`src/rtl/xix_stack_sequencer_pkg.sv`:
```
// Shared definitions for the index-prefixed stack sequencer: opcodes, FSM state codes,
// completion kinds and width helpers.
package xix_seq_pkg;

  localparam logic [7:0] OP_POP  = 8'hE1;
  localparam logic [7:0] OP_EX   = 8'hE3;
  localparam logic [7:0] OP_PUSH = 8'hE5;
  localparam logic [7:0] OP_JP   = 8'hE9;
  localparam logic [7:0] OP_LDSP = 8'hF9;

  typedef logic [2:0] state_t;
  localparam state_t ST_IDLE     = 3'd0;
  localparam state_t ST_POP      = 3'd1;
  localparam state_t ST_PUSH_DEC = 3'd2;
  localparam state_t ST_PUSH_WR  = 3'd3;
  localparam state_t ST_EX_RD    = 3'd4;
  localparam state_t ST_EX_WR    = 3'd5;
  localparam state_t ST_FIN      = 3'd6;

  // What the FIN cycle strobes besides done.
  typedef enum logic [1:0] {FIN_NONE, FIN_JP, FIN_LDSP, FIN_ILLEGAL} fin_e;

  function automatic int clog2_min1(input int n);
    return (n > 2) ? $clog2(n) : 1;
  endfunction

endpackage

```
`src/rtl/xix_stack_sequencer_if.sv`:
```
// Host/memory side bundle of the stack sequencer. master = host + memory, slave = sequencer.
interface xix_stack_sequencer_if
  import xix_seq_pkg::*;
#(
  parameter int NUM_IDX   = 2,
  parameter int REG_BYTES = 2
) ();

  localparam int IDX_W  = clog2_min1(NUM_IDX);
  localparam int BYTE_W = clog2_min1(REG_BYTES);
  localparam int NREG   = NUM_IDX * REG_BYTES;

  logic              start;
  logic [7:0]        opcode;
  logic [IDX_W-1:0]  idx_sel;
  logic              mem_rdy;
  logic              busy;
  logic [IDX_W-1:0]  reg_idx;
  logic              mem_req;
  logic              mem_we;
  logic [BYTE_W-1:0] ad_ofs;
  logic [BYTE_W-1:0] dt_sel;
  logic              dt_from_tmp;
  logic              tmp_we;
  logic [NREG-1:0]   reg_we;
  logic              sp_inc;
  logic              sp_dec;
  logic              pc_we;
  logic              sp_we;
  logic              done;
  logic              illegal;

  modport master (
    output start, opcode, idx_sel, mem_rdy,
    input  busy, reg_idx, mem_req, mem_we, ad_ofs, dt_sel, dt_from_tmp, tmp_we,
           reg_we, sp_inc, sp_dec, pc_we, sp_we, done, illegal
  );

  modport slave (
    input  start, opcode, idx_sel, mem_rdy,
    output busy, reg_idx, mem_req, mem_we, ad_ofs, dt_sel, dt_from_tmp, tmp_we,
           reg_we, sp_inc, sp_dec, pc_we, sp_we, done, illegal
  );

endinterface

```
`src/rtl/xix_stack_sequencer_opdecode.sv`:
```
// Maps the post-prefix opcode to the first sequencer state and the FIN-cycle strobe kind.
// EX (SP),Ixx is decoded only when XIX_EXSP_EN is defined.
module xix_seq_opdecode
  import xix_seq_pkg::*;
(
  input  logic [7:0] opcode_i,
  output state_t     first_state_o,
  output fin_e       fin_kind_o
);

  // NOTE: both outputs get a default before the case so no path can infer a latch.
  always_comb begin
    first_state_o = ST_FIN;
    fin_kind_o    = FIN_ILLEGAL;
    case (opcode_i)
      OP_POP:  begin first_state_o = ST_POP;      fin_kind_o = FIN_NONE; end
      OP_PUSH: begin first_state_o = ST_PUSH_DEC; fin_kind_o = FIN_NONE; end
`ifdef XIX_EXSP_EN
      OP_EX:   begin first_state_o = ST_EX_RD;    fin_kind_o = FIN_NONE; end
`endif
      OP_JP:   begin first_state_o = ST_FIN;      fin_kind_o = FIN_JP;   end
      OP_LDSP: begin first_state_o = ST_FIN;      fin_kind_o = FIN_LDSP; end
      default: ;
    endcase
  end

endmodule

```
`src/rtl/xix_stack_sequencer.sv`:
```
// Sequencer for POP/PUSH/EX (SP),Ixx, JP (Ixx) and LD SP,Ixx with its own byte counter.
// Define XIX_EXSP_EN to enable EX (SP),Ixx; otherwise E3 is reported illegal.
module xix_stack_sequencer
  import xix_seq_pkg::*;
#(
  parameter int NUM_IDX   = 2,
  parameter int REG_BYTES = 2
) (
  input logic CLK,
  input logic notRESET,
  xix_stack_sequencer_if.slave bus
);

  localparam int IDX_W  = clog2_min1(NUM_IDX);
  localparam int BYTE_W = clog2_min1(REG_BYTES);
  localparam int NREG   = NUM_IDX * REG_BYTES;
  localparam logic [BYTE_W-1:0] K_LAST = BYTE_W'(REG_BYTES - 1);

  state_t            state_q, state_d;
  logic [BYTE_W-1:0] k_q, k_d;
  logic [IDX_W-1:0]  idx_q, idx_d;
  fin_e              fin_q, fin_d;

  state_t dec_state;
  fin_e   dec_fin;
  logic   mem_req, mem_we, hs;

  xix_seq_opdecode u_opdecode (
    .opcode_i      (bus.opcode),
    .first_state_o (dec_state),
    .fin_kind_o    (dec_fin)
  );

  assign mem_req = (state_q == ST_POP) || (state_q == ST_PUSH_WR) ||
                   (state_q == ST_EX_RD) || (state_q == ST_EX_WR);
  assign mem_we  = (state_q == ST_PUSH_WR) || (state_q == ST_EX_WR);
  assign hs      = mem_req && bus.mem_rdy;

  always_comb begin
    state_d = state_q;
    k_d     = k_q;
    idx_d   = idx_q;
    fin_d   = fin_q;
    case (state_q)
      ST_IDLE: if (bus.start) begin
        state_d = dec_state;
        fin_d   = dec_fin;
        idx_d   = bus.idx_sel;
        k_d     = (dec_state == ST_PUSH_DEC) ? K_LAST : '0;
      end
      ST_POP: if (hs) begin
        if (k_q == K_LAST) state_d = ST_FIN;
        else               k_d = k_q + 1'b1;
      end
      ST_PUSH_DEC: state_d = ST_PUSH_WR;
      // PUSH walks high byte down so the low byte lands at the final SP.
      ST_PUSH_WR: if (hs) begin
        if (k_q == '0) state_d = ST_FIN;
        else begin
          k_d     = k_q - 1'b1;
          state_d = ST_PUSH_DEC;
        end
      end
`ifdef XIX_EXSP_EN
      ST_EX_RD: if (hs) state_d = ST_EX_WR;
      ST_EX_WR: if (hs) begin
        if (k_q == K_LAST) state_d = ST_FIN;
        else begin
          k_d     = k_q + 1'b1;
          state_d = ST_EX_RD;
        end
      end
`endif
      ST_FIN:  state_d = ST_IDLE;
      default: state_d = ST_IDLE;
    endcase
  end

  // NOTE: sequential state uses non-blocking assignments so all registers update together.
  always_ff @(posedge CLK or negedge notRESET) begin
    if (!notRESET) begin
      state_q <= ST_IDLE;
      k_q     <= '0;
      idx_q   <= '0;
      fin_q   <= FIN_NONE;
    end else begin
      state_q <= state_d;
      k_q     <= k_d;
      idx_q   <= idx_d;
      fin_q   <= fin_d;
    end
  end

  // Byte strobe lands on bit reg_idx*REG_BYTES + k, only in the completing cycle.
  always_comb begin
    bus.reg_we = '0;
    for (int i = 0; i < NREG; i++) begin
      bus.reg_we[i] = hs && ((state_q == ST_POP) || (state_q == ST_EX_WR)) &&
                      (i == int'(idx_q) * REG_BYTES + int'(k_q));
    end
  end

  assign bus.busy    = (state_q != ST_IDLE);
  assign bus.reg_idx = idx_q;
  assign bus.mem_req = mem_req;
  assign bus.mem_we  = mem_we;
  assign bus.ad_ofs  = ((state_q == ST_EX_RD) || (state_q == ST_EX_WR)) ? k_q : '0;
  assign bus.dt_sel  = mem_we ? k_q : '0;
  assign bus.sp_inc  = hs && (state_q == ST_POP);
  assign bus.sp_dec  = (state_q == ST_PUSH_DEC);
  assign bus.done    = (state_q == ST_FIN);
  assign bus.pc_we   = (state_q == ST_FIN) && (fin_q == FIN_JP);
  assign bus.sp_we   = (state_q == ST_FIN) && (fin_q == FIN_LDSP);
  assign bus.illegal = (state_q == ST_FIN) && (fin_q == FIN_ILLEGAL);

`ifdef XIX_EXSP_EN
  assign bus.tmp_we      = hs && (state_q == ST_EX_RD);
  assign bus.dt_from_tmp = (state_q == ST_EX_WR);
`else
  assign bus.tmp_we      = 1'b0;
  assign bus.dt_from_tmp = 1'b0;
`endif

endmodule

```
`src/flat_wrapper.sv`:
```
// flat-port wrapper written by rule: the top's interface ports become plain ports
module xix_stack_sequencer_flat import xix_seq_pkg::*;
#(
  parameter int NUM_IDX   = 2,
  parameter int REG_BYTES = 2
)
  (CLK, notRESET, bus_start, bus_opcode, bus_idx_sel, bus_mem_rdy, bus_busy, bus_reg_idx, bus_mem_req, bus_mem_we, bus_ad_ofs, bus_dt_sel, bus_dt_from_tmp, bus_tmp_we, bus_reg_we, bus_sp_inc, bus_sp_dec, bus_pc_we, bus_sp_we, bus_done, bus_illegal);
  xix_stack_sequencer_if #(.NUM_IDX(NUM_IDX), .REG_BYTES(REG_BYTES)) bus_i ();
  input logic CLK;
  input logic notRESET;
  input wire logic [$bits(bus_i.start)-1:0] bus_start;
  input wire logic [$bits(bus_i.opcode)-1:0] bus_opcode;
  input wire logic [$bits(bus_i.idx_sel)-1:0] bus_idx_sel;
  input wire logic [$bits(bus_i.mem_rdy)-1:0] bus_mem_rdy;
  output wire logic [$bits(bus_i.busy)-1:0] bus_busy;
  output wire logic [$bits(bus_i.reg_idx)-1:0] bus_reg_idx;
  output wire logic [$bits(bus_i.mem_req)-1:0] bus_mem_req;
  output wire logic [$bits(bus_i.mem_we)-1:0] bus_mem_we;
  output wire logic [$bits(bus_i.ad_ofs)-1:0] bus_ad_ofs;
  output wire logic [$bits(bus_i.dt_sel)-1:0] bus_dt_sel;
  output wire logic [$bits(bus_i.dt_from_tmp)-1:0] bus_dt_from_tmp;
  output wire logic [$bits(bus_i.tmp_we)-1:0] bus_tmp_we;
  output wire logic [$bits(bus_i.reg_we)-1:0] bus_reg_we;
  output wire logic [$bits(bus_i.sp_inc)-1:0] bus_sp_inc;
  output wire logic [$bits(bus_i.sp_dec)-1:0] bus_sp_dec;
  output wire logic [$bits(bus_i.pc_we)-1:0] bus_pc_we;
  output wire logic [$bits(bus_i.sp_we)-1:0] bus_sp_we;
  output wire logic [$bits(bus_i.done)-1:0] bus_done;
  output wire logic [$bits(bus_i.illegal)-1:0] bus_illegal;
  assign bus_i.start = bus_start;
  assign bus_i.opcode = bus_opcode;
  assign bus_i.idx_sel = bus_idx_sel;
  assign bus_i.mem_rdy = bus_mem_rdy;
  assign bus_busy = bus_i.busy;
  assign bus_reg_idx = bus_i.reg_idx;
  assign bus_mem_req = bus_i.mem_req;
  assign bus_mem_we = bus_i.mem_we;
  assign bus_ad_ofs = bus_i.ad_ofs;
  assign bus_dt_sel = bus_i.dt_sel;
  assign bus_dt_from_tmp = bus_i.dt_from_tmp;
  assign bus_tmp_we = bus_i.tmp_we;
  assign bus_reg_we = bus_i.reg_we;
  assign bus_sp_inc = bus_i.sp_inc;
  assign bus_sp_dec = bus_i.sp_dec;
  assign bus_pc_we = bus_i.pc_we;
  assign bus_sp_we = bus_i.sp_we;
  assign bus_done = bus_i.done;
  assign bus_illegal = bus_i.illegal;
  xix_stack_sequencer #(.NUM_IDX(NUM_IDX), .REG_BYTES(REG_BYTES)) u_core (.CLK(CLK), .notRESET(notRESET), .bus(bus_i));
endmodule
```
`config.mk`:
```
export PLATFORM = sky130hd
export DESIGN_NAME = xix_stack_sequencer_flat
export DESIGN_NICKNAME = d
export VERILOG_FILES = /design/src/rtl/xix_stack_sequencer_pkg.sv /design/src/rtl/xix_stack_sequencer_if.sv /design/src/rtl/xix_stack_sequencer_opdecode.sv /design/src/rtl/xix_stack_sequencer.sv /design/src/flat_wrapper.sv
export SDC_FILE = /design/constraint.sdc
export NUM_CORES = 1
export LEC_CHECK = 0
export ABC_AREA = 1
export CORE_ASPECT_RATIO = 1.25
export CORE_MARGIN = 2
export CORE_UTILIZATION = 25
export CTS_CLUSTER_DIAMETER = 30
export DETAILED_ROUTE_END_ITERATION = 10
export GPL_TIMING_DRIVEN = 0
export HOLD_SLACK_MARGIN = 0.1
export PLACE_DENSITY_LB_ADDON = 0.15
export SYNTH_ARGS = -nofsm -noshare
export SYNTH_HDL_FRONTEND = slang
export SYNTH_SLANG_ARGS = --single-unit
```
`constraint.sdc`:
```
create_clock -name CLK -period 2.25 [get_ports CLK]
set_clock_uncertainty 0.05 [all_clocks]
set_input_delay 0.3375 -clock CLK [delete_from_list [all_inputs] [get_ports CLK]]
set_output_delay 0.3375 -clock CLK [all_outputs]
set_load 0.02 [all_outputs]
```
==> results.json, run 1 <==
{
  "die_w_um": 47.4,
  "clock-sinks": 7,
  "cts_buffer_depth": 2,
  "finalCoreUtilization_pct": 42.8,
  "synth_top_area_share_pct": 29.7,
  "muxShareOfSynthArea_pct": 0,
  "pwr_density_cell_nw_per_um2": 1030,
  "p_comb_share_pct": 62.2,
  "gp_congestion": 0.781,
  "ant_nets": 0,
  "dp.cells": 158,
  "cp-end-kind": "output port",
  "synth_compound_area_share_pct": 8.07,
  "post-route-period-util_pct": 93.5,
  "grt_max_degree": 8,
  "nFillCells": 241,
  "fmax_mhz": 475,
  "synthSimpleGateAreaFrac_pct": 48.8,
  "peakVddDrop_mv": 0.380,
  "worstPathMaxFanout": 7,
  "wl_per_cell_um": 9.02,
  "fp.coreArea_um2": 2210,
  "area_growth_pct": 60.7,
  "drt_wl_total_mm": 1.46,
  "vias_per_cell": 4.30,
  "hold_violations": 0,
  "die-area_um2": 2760,
  "synth_fa_ha_area_share_pct": 0,
  "via_count": 697,
  "p_int_mw": 0.500,
  "switching_share_pct": 49.0,
  "dp_hpwl_mm": 1.24,
  "leakage_nw": 0.544,
  "busiest_layer": "met2",
  "stdcell_area_um2": 947,
  "p_switching_mw": 0.480,
  "maxSlewViolCount": 0,
  "postSynthAreaPerCell_um2": 6.01,
  "grt_use_met3_pct": 2.80,
  "rsz0062_at_grt": "no",
  "drc_errors": 0,
  "die_h_um": 58.3,
  "ys_warn_count": 0,
  "period_minus_slack_ns": 2.10,
  "pre_cts_ws_ns": 0.0591,
  "power_frac_clock_pct": 11.7,
  "cts-htree-levels": 1,
  "synthCells": 98,
  "maxCapViolCount": 0,
  "placed_cell_area_um2": 912,
  "worstPathRequired_ns": 1.86,
  "synth_top_flop_cell": "dfrtp_1",
  "synth_cell_types": 17,
  "synth_edf_count": 0,
  "ys_top_cells_by_count": "nand2_1 (27), inv_1 (15), nor2_1 (12), nand3_1 (11), nor3_1 (8)",
  "rows": 19,
  "grt_pass1_wl_mm": 2.30,
  "synth_top_area_cell": "dfrtp_1",
  "drt_iter0_drc": 22,
  "initial_core_util_pct": 26.7,
  "grt_usage_pct": 11.8,
  "clock_latency_ns": 0.25,
  "synth_area_um2": 589,
  "yosysSeqAreaShare_pct": 29.7,
  "first_global_vias": 607,
  "status": "finished clean",
  "synth_top_family_by_area": "simple AND/OR/NAND/NOR gates",
  "portBuffers": 28,
  "ys_top_cells_by_area": "dfrtp_1 (30%), nand2_1 (17%), inv_1 (9.6%), nand3_1 (9.3%), nor2_1 (7.6%)",
  "final_cell_count_no_fill": 162,
  "io_pins": 31,
  "use_met1_pct": 12.7,
  "gr-total-overflow": 0,
  "num_antenna_cells": 0,
  "use_met2_pct": 19.7,
  "antenna_found_initial": 0,
  "synth_xor_area_share_pct": 0,
  "drive_gt1_share_pct": 10.7,
  "nNetsFinal": 145,
  "synth.most_common_cell": "nand2_1",
  "async_flop_share_pct": 100,
  "path_clk_slew_ns": 0.05,
  "dr.pass1.iters": 4,
  "startpoint_type": "flip-flop",
  "post_cts.repair.setup_buffers": 0,
  "critical_path_class": "reg -> out",
  "tns_ns": 0,
  "fin_ws_ns": 0.145,
  "setup_viol_count_final": 0,
  "cts_buffers": 3,
  "hold_class": "in -> async",
  "worstPathArrival_ns": 1.72,
  "cts-root-buf": "clkbuf_4",
  "ys_ff_latch": 7,
  "cts_tree": "yes",
  "pwr-share-seq_pct": 26.1
}
-- flip-flops by register name, summed over array words and instances (netlist names) --
signal and count:
u_core.bus.reg_idx 1, u_core.fin_q 2, u_core.k_q 1, u_core.state_q 3
-- stage by stage --
step           power, mW  hold slack (ns)
2_1_floorplan      0.640         -0.00809
3_3_place_gp       0.880            0.514
3_5_place_dp       0.880            0.545
4_1_cts            0.998            0.287
5_1_grt             1.07            0.303
6_report           0.980            0.287
-- metal layers --
layer / routed length, um / vias up
li1: - / 373
met1: 606 / 295
met2: 729 / 25
met3: 94 / 4
met4: 31 / 0
met5: 0 / -
-- repair_timing --
item	CTS	global route
endpoints found under the hold margin	0	0
gates resized for setup	3	5
hold buffers	0	0
gates cloned	0	0
endpoints found under the setup margin	3	5
-- power groups by stage --
stage               clock network [mW]  registers [mW]  logic (mW)
finish                           0.115           0.255       0.610
global placement                     0           0.258       0.622
CTS                              0.120           0.257       0.621
detailed placement                   0           0.259       0.621
global route                     0.125           0.267       0.681
floorplan                            0           0.251       0.388
-- kinds of logic (layout without fill, tap and decap cells) --
kind of cell           after synthesis  after routing
buffers and inverters               18             50
AND/OR/NAND/NOR                     64             64
flip-flops                           7              7
AO/OA/AOI/OAI                        8              8
other                                1              2
-- layout make-up --
type	instances	area [um^2]	share of cell area [%]
plain buffers	2	15.0	1.59
flip-flops and latches	7	175	18.5
multi-input cells	74	343	36.2
clock buffers	4	26.3	2.77
repair buffers	28	289	30.5
well taps	31	38.8	4.10
inverters	16	60.1	6.34
-- cells in the final DEF (no fill, tap or decap), drive strengths merged, types with 4 or more instances in the layout --
cell type,count
inv,16
nand2,29
clkbuf,4
nor2,15
nand3,12
nor3,8
clkdlybuf4s50,20
dfrtp,7
o21ai,6
dlymetal6s2s,5
-- critical path, cell delays in order, from the launching register on --
cell             delay, ns
dfrtp_1               0.44
inv_2                 0.15
nand3_2               0.15
nor2_1                0.11
clkdlybuf4s50_1       0.61
-- final timing paths --
kind,startpoint,end,cells after the start,slack (ns)
max in group asynchronous,notRESET,u_core.state_q[2]$_DFFE_PN0P_,1,1.63
min reg2reg,u_core.fin_q[1]$_DFFE_PN0P_,u_core.fin_q[1]$_DFFE_PN0P_,2,0.55
min,notRESET,u_core.state_q[1]$_DFFE_PN0P_,1,0.29
max reg2reg,u_core.state_q[2]$_DFFE_PN0P_,u_core.state_q[1]$_DFFE_PN0P_,6,0.99
min in group CLK,u_core.fin_q[1]$_DFFE_PN0P_,u_core.fin_q[1]$_DFFE_PN0P_,2,0.55
max,u_core.state_q[2]$_DFFE_PN0P_,bus_sp_inc,4,0.15
No activity file was read; power rests on OpenSTA's default activity.
==> run 2: changes to the inputs <==
--- a/config.mk
+++ b/config.mk
@@ -13,7 +13,8 @@
 export DETAILED_ROUTE_END_ITERATION = 10
 export GPL_TIMING_DRIVEN = 0
 export HOLD_SLACK_MARGIN = 0.1
-export PLACE_DENSITY_LB_ADDON = 0.15
+export PLACE_DENSITY = 0.64
+export SLEW_MARGIN = 40
 export SYNTH_ARGS = -nofsm -noshare
 export SYNTH_HDL_FRONTEND = slang
 export SYNTH_SLANG_ARGS = --single-unit
==> run 2 against run 1 <==
Total power grew 1.0%; global-route usage is essentially flat; via count grew 0.43%; utilization shrank 0.11 points; worst setup slack lost 0.032 ns; non-clock buffer count is the same; critical endpoint unchanged.
==> results.json, run 2 (synthesized netlist as in run 1, its figures left out) <==
{
  "critical_path_class": "reg -> out",
  "num_antenna_cells": 0,
  "fmax_mhz": 468,
  "die_h_um": 58.3,
  "clock-sinks": 7,
  "worstSetupStartpoint": "u_core.state_q[2]$_DFFE_PN0P_",
  "die-area_um2": 2760,
  "nNetsFinal": 145,
  "dr.pass1.iters": 4,
  "vias_per_cell": 4.32,
  "worstPathArrival_ns": 1.75,
  "maxSlewViolCount": 0,
  "cts_buffers": 3,
  "drt_wl_total_mm": 1.55,
  "p_comb_share_pct": 62.8,
  "status": "finished clean",
  "peakVddDrop_mv": 0.694,
  "fp.coreArea_um2": 2210,
  "gr-total-overflow": 0,
  "top_register": "u_core.state_q",
  "pre_cts_ws_ns": 0.0155,
  "cts_tree": "yes",
  "period_minus_slack_ns": 2.14,
  "worstPathRequired_ns": 1.86,
  "die_w_um": 47.4,
  "grt_pass1_wl_mm": 2.37,
  "p_switching_mw": 0.489,
  "post-route-period-util_pct": 95.0,
  "cts_buffer_depth": 2,
  "final_common_cell": "nand2_1",
  "rsz0062_at_grt": "no",
  "io_pins": 31,
  "via_count": 700,
  "drc_errors": 0,
  "portBuffers": 28,
  "cp-end-kind": "output port",
  "final_cell_mix": "nand2_1 (27), clkdlybuf4s50_1 (21), inv_1 (15)",
  "cts-htree-levels": 1,
  "gp_congestion": 0.769,
  "worstPathMaxFanout": 7,
  "cp_top_family": "buffers and inverters",
  "slowest_delay_ns": 0.61,
  "area_growth_pct": 60.3,
  "ant_nets": 0,
  "dp_hpwl_mm": 1.29,
  "largest_reg_flops": 3,
  "grt_use_met3_pct": 4.36,
  "first_global_vias": 563,
  "fin_ws_ns": 0.113,
  "r2r-start": "u_core.state_q[2]$_DFFE_PN0P_",
  "leakage_nw": 0.525,
  "use_met1_pct": 14.8,
  "pwr-share-seq_pct": 26.0,
  "drt_iter0_drc": 8,
  "cts-root-buf": "clkbuf_4",
  "critPathSlowestCell": "clkdlybuf4s50_1",
  "antenna_found_initial": 0,
  "use_met2_pct": 18.9,
  "path_cells": "inv_2, nand3_2, nor2_1, clkdlybuf4s50_1",
  "path_clk_slew_ns": 0.05,
  "grt_max_degree": 8,
  "hold_violations": 0,
  "largestRegisters": "u_core.state_q x3, u_core.fin_q x2",
  "wl_per_cell_um": 9.54,
  "busiest_layer": "met2",
  "r2r_slack_ns": 0.96,
  "drive_gt1_share_pct": 10.7,
  "maxCapViolCount": 0,
  "hold_class": "in -> async",
  "pwr_density_cell_nw_per_um2": 1050,
  "grt_usage_pct": 11.8,
  "fin_hold_ws_ns": 0.294,
  "initial_core_util_pct": 26.7,
  "finalCoreUtilization_pct": 42.7,
  "tns_ns": 0,
  "clock_latency_ns": 0.24,
  "startpoint_type": "flip-flop",
  "rows": 19,
  "cp_num_buf_inv": 2,
  "cts_hold_buf": 0,
  "fin_total_pwr_mw": 0.990,
  "power_frac_clock_pct": 11.2,
  "p_int_mw": 0.501,
  "setup_viol_count_final": 0,
  "switching_share_pct": 49.4
}
[run 2: changes by cell type in the layout (fill, tap and decap cells not counted)]
| cell | change |
|---|---|
| dlymetal6s2s_1 | -1 |
| clkdlybuf4s50_1 | +1 |
[run 2: worst paths after layout]
kind / to / cells after the start
max: bus_sp_inc / 4
max in group asynchronous: u_core.state_q[1]$_DFFE_PN0P_ / 1
min in group CLK: u_core.fin_q[0]$_DFFE_PN0P_ / 2
max reg2reg: u_core.state_q[1]$_DFFE_PN0P_ / 6
min: u_core.fin_q[1]$_DFFE_PN0P_ / 1
min reg2reg: u_core.fin_q[0]$_DFFE_PN0P_ / 2
[run 2: worst reg2reg max path: cells and delay by family (launching register included)]
kind,cells,cell delay (ns)
buffers and inverters,1,0.16
AOI/OAI and AO/OA,1,0.17
DFF,1,0.45
and+or+nand+nor,4,0.34
[run 2: per-layer routing]
metal	routed length (um)	up-vias	share of wire [%]
met4	0	0	0
met3	108	0	7.0
li1	-	372	-
met1	676	299	44
met2	760	29	49
met5	0	-	0
[run 2: power groups by stage]
stage / logic, mW / clock network (mW) / registers, mW
5_1_grt: 0.699 / 0.126 / 0.268
3_3_place_gp: 0.624 / 0 / 0.254
3_5_place_dp: 0.633 / 0 / 0.255
4_1_cts: 0.630 / 0.114 / 0.254
2_1_floorplan: 0.388 / 0 / 0.251
6_report: 0.622 / 0.111 / 0.258
[run 2: what timing repair did]
action                                  in CTS  in global routing
pin swaps                                    0                  0
endpoints found under the setup margin       3                  4
gates resized for setup                      3                  4
buffers inserted                             0                  0
[run 2: metrics by stage]
step,area (um^2),cells
floorplan,593,99
global placement,912,158
detailed placement,912,158
CTS,935,162
global route,945,162
finish,945,162
[run 2: layout make-up]
type / instances / area, um^2
buffer: 2 / 15.0
clock buffer: 4 / 26.3
fill: 235 / 1270
inverter: 16 / 60.1
multi-input combinational: 74 / 343
sequential: 7 / 175
tap: 31 / 38.8
timing repair buffer: 28 / 287
==> run 3: changes to the inputs <==
--- a/config.mk
+++ b/config.mk
@@ -9,6 +9,7 @@
 export CORE_ASPECT_RATIO = 1.25
 export CORE_MARGIN = 2
 export CORE_UTILIZATION = 25
+export CTS_BUF_LIST = sky130_fd_sc_hd__clkbuf_2
 export CTS_CLUSTER_DIAMETER = 30
 export DETAILED_ROUTE_END_ITERATION = 10
 export GPL_TIMING_DRIVEN = 0
==> run 3 against run 2 <==
Clock power is 18% lower; largest power group unchanged; global-route usage stayed put; critical path type unchanged; non-clock buffer count stayed put; count of clock-buffer cells in the layout stayed put; utilization is 0.28 points lower; register-to-register slack hardly changed.
==> results.json, run 3 (synthesized netlist as in run 1, its figures left out) <==
{
  "rows": 19,
  "post-route-period-util_pct": 94.1,
  "via_count": 705,
  "r2r_cells": 6,
  "portBuffers": 28,
  "pwr-share-seq_pct": 26.4,
  "period_minus_slack_ns": 2.12,
  "dp_hpwl_mm": 1.29,
  "dp.cells": 158,
  "fin_hold_ws_ns": 0.313,
  "worstPathRequired_ns": 1.86,
  "p_switching_mw": 0.490,
  "gr-total-overflow": 0,
  "num_antenna_cells": 0,
  "nFillCells": 237,
  "rsz0062_at_grt": "no",
  "area_growth_pct": 59.2,
  "die-area_um2": 2760,
  "path_clk_slew_ns": 0.07,
  "pre_cts_ws_ns": 0.0155,
  "stdcell_area_um2": 938,
  "peakVddDrop_mv": 0.633,
  "die_h_um": 58.3,
  "startpoint_type": "flip-flop",
  "final_common_cell": "nand2_1",
  "p_comb_share_pct": 64.2,
  "fin_ws_ns": 0.133,
  "cp.depth": 4,
  "clock-sinks": 7,
  "io_pins": 31,
  "worstPathMaxFanout": 7,
  "cp-end-kind": "output port",
  "first_global_vias": 564,
  "wl_per_cell_um": 9.53,
  "path_cells": "inv_2, nand3_2, nor2_1, clkdlybuf4s50_1",
  "ant_nets": 0,
  "cp_num_buf_inv": 2,
  "drt_iter0_drc": 9,
  "cts-htree-levels": 1,
  "cp_top_family": "buffers and inverters",
  "fmax_mhz": 472,
  "initial_core_util_pct": 26.7,
  "tns_ns": 0,
  "final_cell_mix": "nand2_1 (27), clkdlybuf4s50_1 (21), inv_1 (15)",
  "antenna_found_initial": 0,
  "nNetsFinal": 145,
  "top_register": "u_core.state_q",
  "drive_gt1_share_pct": 11.5,
  "drc_errors": 0,
  "die_w_um": 47.4,
  "worstPathArrival_ns": 1.73,
  "cts_buffer_depth": 2,
  "leakage_nw": 0.527,
  "placed_cell_area_um2": 912,
  "pwr_density_cell_nw_per_um2": 1030,
  "gp_congestion": 0.769,
  "clock_latency_ns": 0.22,
  "largestRegisters": "u_core.state_q x3, u_core.fin_q x2",
  "setup_viol_count_final": 0,
  "fp.coreArea_um2": 2210,
  "p_int_mw": 0.480,
  "slowest_delay_ns": 0.61,
  "cts_tree": "yes",
  "grt_pass1_wl_mm": 2.38,
  "final_cell_count_no_fill": 162,
  "critical_path_class": "reg -> out",
  "dr.pass1.iters": 4,
  "vias_per_cell": 4.35,
  "cts_buffers": 3,
  "drt_wl_total_mm": 1.54,
  "hold_violations": 0,
  "status": "finished clean",
  "switching_share_pct": 50.5,
  "largest_reg_flops": 3,
  "grt_usage_pct": 11.8,
  "post_cts.repair.setup_buffers": 0,
  "maxSlewViolCount": 0,
  "maxCapViolCount": 0,
  "power_frac_clock_pct": 9.4,
  "cts-root-buf": "clkbuf_2",
  "hold_class": "in -> async",
  "grt_max_degree": 8,
  "critPathSlowestCell": "clkdlybuf4s50_1"
}
-- run 3: final timing paths --
path	slack, ns	end	startpoint
worst max register to register	0.96	u_core.state_q[1]$_DFFE_PN0P_	u_core.state_q[2]$_DFFE_PN0P_
worst min-delay path	0.31	u_core.k_q$_DFFE_PN0P_	notRESET
worst max-delay path	0.13	bus_sp_inc	u_core.state_q[2]$_DFFE_PN0P_
min in group CLK	0.55	u_core.fin_q[0]$_DFFE_PN0P_	u_core.fin_q[0]$_DFFE_PN0P_
worst min register to register	0.55	u_core.fin_q[0]$_DFFE_PN0P_	u_core.fin_q[0]$_DFFE_PN0P_
max in group asynchronous	1.61	u_core.state_q[2]$_DFFE_PN0P_	notRESET
-- run 3: power groups by stage --
stage          Combinational (mW)  Clock [mW]  Sequential, mW
2_1_floorplan               0.388           0           0.251
3_3_place_gp                0.624           0           0.254
3_5_place_dp                0.633           0           0.255
4_1_cts                     0.630      0.0940           0.254
5_1_grt                     0.699       0.105           0.268
6_report                    0.623      0.0912           0.256
-- run 3: per-layer routing --
metal	GRT usage [%]	vias up	part of all wire [%]
li1	-	374	-
met1	14.8	296	44
met2	18.9	35	49
met3	4.36	0	7.3
met4	2.38	0	0
met5	0	-	0
-- run 3: layout make-up --
cell class	instances	area, um^2	share of cell area (%)
plain buffers	2	15.0	1.60
clock buffers	4	20.0	2.13
inverters	16	60.1	6.40
multi-input cells	74	343	36.5
flip-flops and latches	7	175	18.7
well taps	31	38.8	4.13
repair buffers	28	287	30.5
-- run 3: what timing repair did --
| action | CTS | global route |
|---|---|---|
| resized for setup | 3 | 4 |
| hold buffers | 0 | 0 |
| endpoints found under the hold margin | 0 | 0 |
| endpoints found under the setup margin | 3 | 4 |
-- run 3: stage by stage --
stage          total power, mW  utilization [%]
2_1_floorplan            0.640                -
3_3_place_gp             0.878             41.3
3_5_place_dp             0.888             41.3
4_1_cts                  0.978             42.0
5_1_grt                   1.07             42.4
6_report                 0.970             42.4
